### src/rtl/pc_redirect_ctrl.sv
// ---------------------------------------------------------------------------
// pc_redirect_ctrl
//   Owns the fetch PC and applies control-flow redirects coming from the ID
//   stage (JAL/JALR resolved, conditional branches predicted taken). Each
//   predicted-taken branch is tracked until EX resolves it; a not-taken
//   resolution restores the fall-through PC. Redirects that arrive while fetch
//   is stalled are parked in a one-entry pending register and applied on the
//   first unstalled cycle.
//
// Ports
//   clk_i, rst_ni        clock (rising edge), async active-low reset
//   stall_i              fetch hold; PC does not advance, nothing is applied
//   id_redirect_i        ID-stage redirect request
//   id_target_i          redirect target from ID
//   id_is_cond_i         redirect is a conditional branch (predicted taken)
//   id_pc_i              PC of the instruction in ID
//   ex_valid_i           a tracked branch resolves in EX this cycle
//   ex_taken_i           resolved branch condition
//   pc_o                 current fetch PC
//   flush_if_o           kill IF/ID (any applied redirect)
//   flush_id_o           kill ID/EX (applied EX correction only)
//   pending_o            a redirect is parked behind a stall
//   misalign_o           applied target had bit1 set
//   redirect_cnt_o       applied ID redirects (wraps)
//   mispredict_cnt_o     applied EX corrections (wraps)
// ---------------------------------------------------------------------------
module pc_redirect_ctrl #(
  parameter logic [31:0] RESET_PC = 32'h0000_0000,
  parameter int unsigned CNT_W    = 16
) (
  input  logic             clk_i,
  input  logic             rst_ni,
  input  logic             stall_i,
  input  logic             id_redirect_i,
  input  logic [31:0]      id_target_i,
  input  logic             id_is_cond_i,
  input  logic [31:0]      id_pc_i,
  input  logic             ex_valid_i,
  input  logic             ex_taken_i,
  output logic [31:0]      pc_o,
  output logic             flush_if_o,
  output logic             flush_id_o,
  output logic             pending_o,
  output logic             misalign_o,
  output logic [CNT_W-1:0] redirect_cnt_o,
  output logic [CNT_W-1:0] mispredict_cnt_o
);

  typedef enum logic {RUN = 1'b0, PEND = 1'b1} state_e;

  // One redirect: raw target plus its origin (EX correction vs ID redirect).
  typedef struct packed {
    logic [31:0] tgt;
    logic        is_ex;
  } redir_t;

  state_e           state_q, state_d;
  logic [31:0]      pc_q, pc_d;
  redir_t           pend_q, pend_d;
  logic             trk_vld_q, trk_vld_d;
  logic [31:0]      trk_ft_q, trk_ft_d;
  logic [CNT_W-1:0] rcnt_q, rcnt_d;
  logic [CNT_W-1:0] mcnt_q, mcnt_d;

  logic             ex_corr;
  logic             apply;
  redir_t           app;
  redir_t           corr_req;
  redir_t           id_req;

  // A not-taken resolution of the tracked branch: fetch went down the wrong
  // path, go back to the fall-through address.
  assign ex_corr  = ex_valid_i & trk_vld_q & ~ex_taken_i;
  assign corr_req = '{tgt: trk_ft_q,    is_ex: 1'b1};
  assign id_req   = '{tgt: id_target_i, is_ex: 1'b0};

  always_comb begin
    state_d   = state_q;
    pc_d      = pc_q;
    pend_d    = pend_q;
    trk_vld_d = trk_vld_q;
    trk_ft_d  = trk_ft_q;
    rcnt_d    = rcnt_q;
    mcnt_d    = mcnt_q;
    apply     = 1'b0;
    app       = corr_req;

    // Any resolution of the tracked branch retires it, taken or not.
    if (ex_valid_i && trk_vld_q) trk_vld_d = 1'b0;

    unique case (state_q)
      RUN: begin
        if (ex_corr) begin
          // A simultaneous ID request is wrong-path and is dropped.
          app = corr_req;
        end else if (id_redirect_i) begin
          app = id_req;
          // Tracked as soon as accepted, whether applied now or parked.
          if (id_is_cond_i) begin
            trk_vld_d = 1'b1;
            trk_ft_d  = id_pc_i + 32'd4;
          end
        end

        if (ex_corr || id_redirect_i) begin
          if (stall_i) begin
            pend_d  = app;
            state_d = PEND;
          end else begin
            apply = 1'b1;
          end
        end else if (!stall_i) begin
          pc_d = pc_q + 32'd4;
        end
      end

      PEND: begin
        // The parked ID instruction is still sitting in ID, so live ID
        // requests are repeats and are ignored here.
        if (stall_i) begin
          if (ex_corr) pend_d = corr_req;
        end else begin
          apply   = 1'b1;
          app     = ex_corr ? corr_req : pend_q;
          state_d = RUN;
        end
      end

      default: state_d = RUN;
    endcase

    if (apply) begin
      pc_d = {app.tgt[31:1], 1'b0};
      if (app.is_ex) mcnt_d = mcnt_q + CNT_W'(1);
      else           rcnt_d = rcnt_q + CNT_W'(1);
    end
  end

  always_ff @(posedge clk_i or negedge rst_ni) begin
    if (!rst_ni) begin
      state_q   <= RUN;
      pc_q      <= RESET_PC;
      pend_q    <= '0;
      trk_vld_q <= 1'b0;
      trk_ft_q  <= '0;
      rcnt_q    <= '0;
      mcnt_q    <= '0;
    end else begin
      state_q   <= state_d;
      pc_q      <= pc_d;
      pend_q    <= pend_d;
      trk_vld_q <= trk_vld_d;
      trk_ft_q  <= trk_ft_d;
      rcnt_q    <= rcnt_d;
      mcnt_q    <= mcnt_d;
    end
  end

  // Pulses live only in the apply cycle, which never happens under stall.
  assign flush_if_o       = apply;
  assign flush_id_o       = apply & app.is_ex;
  assign misalign_o       = apply & app.tgt[1];
  assign pc_o             = pc_q;
  assign pending_o        = (state_q == PEND);
  assign redirect_cnt_o   = rcnt_q;
  assign mispredict_cnt_o = mcnt_q;

endmodule

### config.mk
export PLATFORM = sky130hd
export DESIGN_NAME = pc_redirect_ctrl
export DESIGN_NICKNAME = d
export VERILOG_FILES = /design/src/rtl/pc_redirect_ctrl.sv
export SDC_FILE = /design/constraint.sdc
export NUM_CORES = 1
export LEC_CHECK = 0
export CAP_MARGIN = 10
export CORE_MARGIN = 2
export CORE_UTILIZATION = 48
export CTS_CLUSTER_SIZE = 12
export DETAILED_ROUTE_END_ITERATION = 8
export GPL_TIMING_DRIVEN = 0
export PLACE_DENSITY = 0.78
export SLEW_MARGIN = 20
export SYNTH_ARGS = -nofsm -noshare
export SYNTH_HDL_FRONTEND = slang
export SYNTH_SLANG_ARGS = --single-unit
### constraint.sdc
create_clock -name clk_i -period 2.4 [get_ports clk_i]
set_clock_uncertainty 0.2 [all_clocks]
set_input_delay 0.72 -clock clk_i [delete_from_list [all_inputs] [get_ports clk_i]]
set_output_delay 0.72 -clock clk_i [all_outputs]
set_load 0.03 [all_outputs]
Word level (Yosys, flattened, before mapping)
Index checks and enable logic that the tools add are counted.
- flip-flop bits (word level): 131
- bits in latches: 0
- RAM bits: 0
- memories kept: 0
- bits in read-only memories: 0
- input bits: 71
- multiply operators: 0
- muxes and demuxes: 24
- bitwise operators: 8
- magnitude comparators: 0
- shift operators: 0
- reductions and logical operators: 7
- div/mod/pow operators: 0
- equality and inequality tests: 6
- add/subtract/negate cells: 4
- operators by type and width (operator ; count):
    $mux W33 ; 7
    $pmux W33 S2 ; 2
    $mux W32 ; 4
    $add A32 B3 Y32 const B ; 2
    $add A16 B1 Y16 const B ; 2
    $mux W1 ; 9
    $ne A2 B2 Y1 const B ; 4
    $reduce_and A3 Y1 ; 2
    $and A1 B1 Y1 ; 4
    $ne A2 B1 Y1 const B ; 2
    $not A1 Y1 ; 4
    $pmux W1 S2 ; 2
    $reduce_and A2 Y1 ; 2
    $reduce_and A4 Y1 ; 1
    $logic_and A1 B1 Y1 ; 1
    $logic_or A1 B1 Y1 ; 1

Depth between registers and ports, before layout
- depth after elaboration: 7
- mapped depth: 8
- depth with buffers taken out: 6

Least setup slack after synthesis
Ideal clock, no wire load.
- path type: input-to-output
- from: input ex_taken_i
- to: output misalign_o
- stages: 5
- path slack: -0.542 ns
- data arrival time: 2.022 ns
- path through: nand3b_1 buf_2 clkbuf_1 o221ai_1 nor2_1
- word-level cells in the longest chain between the ends: 6
- ends and longest elaborated chain (element ; line ; source):
    start: declaration ; 39 ; input logic ex_taken_i,
    $not A1 Y1 (*) ; 73 ; assign ex_corr = ex_valid_i & trk_vld_q & ~ex_taken_i;
    $and A1 B1 Y1 (*) ; 73 ;
    $mux W33 or $logic_or A1 B1 Y1 (tied branches) ; n/a ;
    $mux W33 or $mux W1 (tied branches) ; 120, 105 ;
    $pmux W33 S2 or $pmux W1 S2 (tied branches) ; 91 ; unique case (state_q)
    $and A1 B1 Y1 (*) ; 162 ; assign misalign_o = apply & app.tgt[1];
    end: declaration ; 44 ; output logic misalign_o,
Mark *: on every way between the ends. The rest lies on a longest branch, timed or not.

Worst setup path after layout
Ends and elaborated chain as after synthesis.

==> impl_metrics.toml <==
[global_route]
grt_max_degree = 93
grt_pass1_wl_um = 35100
grtUsageTotal = 0.279
overflow = 0
grt_pass1_vias = 6679
antenna_found_initial = 0

[cts]
cts.clk_slew.worst_paths_ps = 60
cts_tree = "done"
cts-root-buf = "clkbuf_16"
cts.sinks = 128
htreeDepth = 4
insertion_delay_ps = 430
cts_made_buffers = 17
cts_buffer_depth = 2

[critical_path]
cp_max_fo = 5
worstSetupPathType = "input port to primary output"
cp.arrival_ps = 1950
start_kind = "input port"
cp_top_family = "buffers and inverters"
cp_common_cell = "buf_6"
path_buf_inv = 4
slowest_stage = "nand3b_1"
slowest_delay_ps = 330
required_ps = 1480
path_cells = "buf_6 > nand3b_1 > buf_6 > clkbuf_16 > o221ai_4 > nor2_4 > buf_6"
end_kind = "primary output"

[drt]
wl_um = 22500
post_drt_wl_per_cell_um = 19.6
drc = 0
final_antenna_net_count = 0
viasPerCell = 6.19
first_pass_iters = 9
num_vias = 7118
drt_iter0_markers = 1081

[die]
die_h_um = 127
start_util = 0.493
die_w_um = 127
row_count = 44
design.die.area_um2 = 16000
ios = 139
core_area_um2 = 14600

[sta]
worstMarginPinSlew_ps = 803
period_minus_slack_ps = 2870
finalHoldViolCount = 0
holdWs_ps = 266
worst_slack_ps = -473
finalMaxSlewViolations = 0
slew_headroom = 0.462
rsz0062_at_grt = "yes"
finalCritPeriodShare = 1.20
setup_viol = 20
timing.fmax_mhz = 348

[power]
finalPower_mw = 8.17
leakagePower_nw = 4.43
power_density_nw_per_um2 = 828
ir_worst_vdd_v = 0.000620

[final_layout]
post-route-util = 0.673
fill_cells = 1176
layout-drive-gt1-share = 0.146
syn2layout_area_growth_pct = 36.5
fin_cells = 1150
diodes = 0
fin_nets = 1028

[place]
dp_worst_setup_slack_ps = -1560
port_buffers = 133
dp.cells = 1093
dpl.hpwl_um = 16100
gp_congestion = 0.966

[synth]
yosys_warnings = 0
synth_area_leaders = "dfrtp_1 44%, nand2_1 5.5%, xnor2_1 4.8%, xor2_1 3.9%, o21ai_0 3.5%"
synth_top_area_frac = 0.443
netlist_instances = 775
synth.yosys.seq_area_share = 0.443
ys_types = 63
synth_top_cell_by_area = "dfrtp_1"
syn_avg_cell_area_um2 = 9.32
synth_most_common_cell = "dfrtp_1"
async_flop_share = 1.00
ys_ff_latch = 128
synth_commonest_cells = "128 x dfrtp_1, 106 x nand2_1, 50 x o21ai_0"
synth_flop_cell = "dfrtp_1"
syn_area_um2 = 7220
synth_edf_count = 0
synth.net_count = 850

[outcome]
status = "finished, violations left"
violations = "negative setup slack"

[run]
drv_cap = 0

[worst_hold_path]
holdCritPathClass = "register to register"
## final cells by class
cell class / count / area (um^2) / area share
clock inverters: 13 / 184 / 0.0187
multi-input cells: 582 / 3870 / 0.393
plain buffers: 45 / 313 / 0.0317
inverters: 19 / 81.3 / 0.00825
clock buffers: 19 / 453 / 0.0459
well taps: 184 / 230 / 0.0233
repair buffers: 160 / 1520 / 0.154
flip-flops and latches: 128 / 3200 / 0.325
## through the flow
stage          setup TNS, ps  instance area, um^2
2_1_floorplan           -337                 7270
3_3_place_gp         -670610                 8830
3_5_place_dp          -72120                 8860
4_1_cts                 -719                 9650
5_1_grt                -2730                 9860
6_report               -1710                 9860
## worst paths after layout
check	start	endpoint	slack, ps	cells past startpoint
max	ex_taken_i	misalign_o	-470	7
min	redirect_cnt_o[15]	redirect_cnt_o[15]	270	1
max reg2reg	trk_vld_q	pc_o[17]	-60	8
min reg2reg	redirect_cnt_o[15]	redirect_cnt_o[15]	270	1
max in group asynchronous	rst_ni	pending_o	640	3
min in group asynchronous	rst_ni	redirect_cnt_o[10]	550	2
## kinds of logic (layout without fill, tap and decap cells)
group | count (synthesis) | count (layout) | synth area share
compound gates | 204 | 204 | 0.197
xor+xnor | 72 | 72 | 0.0873
fa+ha+maj | 4 | 4 | 0.00693
buf+inv | 65 | 256 | 0.0374
flops | 128 | 128 | 0.443
mux | 23 | 23 | 0.0341
other cells | 1 | 1 | 0.000519
simple gates | 278 | 278 | 0.194
## metal layers
layer  vias up  routed length (um)  GRT usage
met2       446               10400      0.451
met1      3352                9000      0.365
met3        90                2260     0.0687
met5         -                   0          0
li1       3230                   -          -
met4         0                 859      0.109
## placed cells by master, fill, tap and decap left out, types with 30 or more instances in the layout
cell type	synthesis	final
nand2_1	106	103
xor2_1	32	32
o21ai_0	50	45
dfrtp_1	128	127
nand4_1	30	30
clkdlybuf4s50_1	0	56
nand3_1	46	46
xnor2_1	40	40
dlygate4sd2_1	0	60
## state kept, by name, summed over array words and instances (netlist names)
name	flops
mispredict_cnt_o	16
trk_ft_q	31
pend_q	32
redirect_cnt_o	16
pc_o	31
pending_o	1
trk_vld_q	1
## repair_timing
item	4_1_cts	5_1_grt
pin swaps	11	13
endpoints found under the hold margin	36	0
resized for setup	127	53
setup buffers	11	14
hold buffers	1	0
setup endpoints to repair	160	53
## power by group
group	leakage [nW]	switching (mW)	internal (mW)
Combinational	2.56	1.28	0.938
Sequential	1.56	0.535	2.61
Clock	0.306	1.01	1.79
Total	4.43	2.83	5.34
No activity file was read; power rests on OpenSTA's default activity.
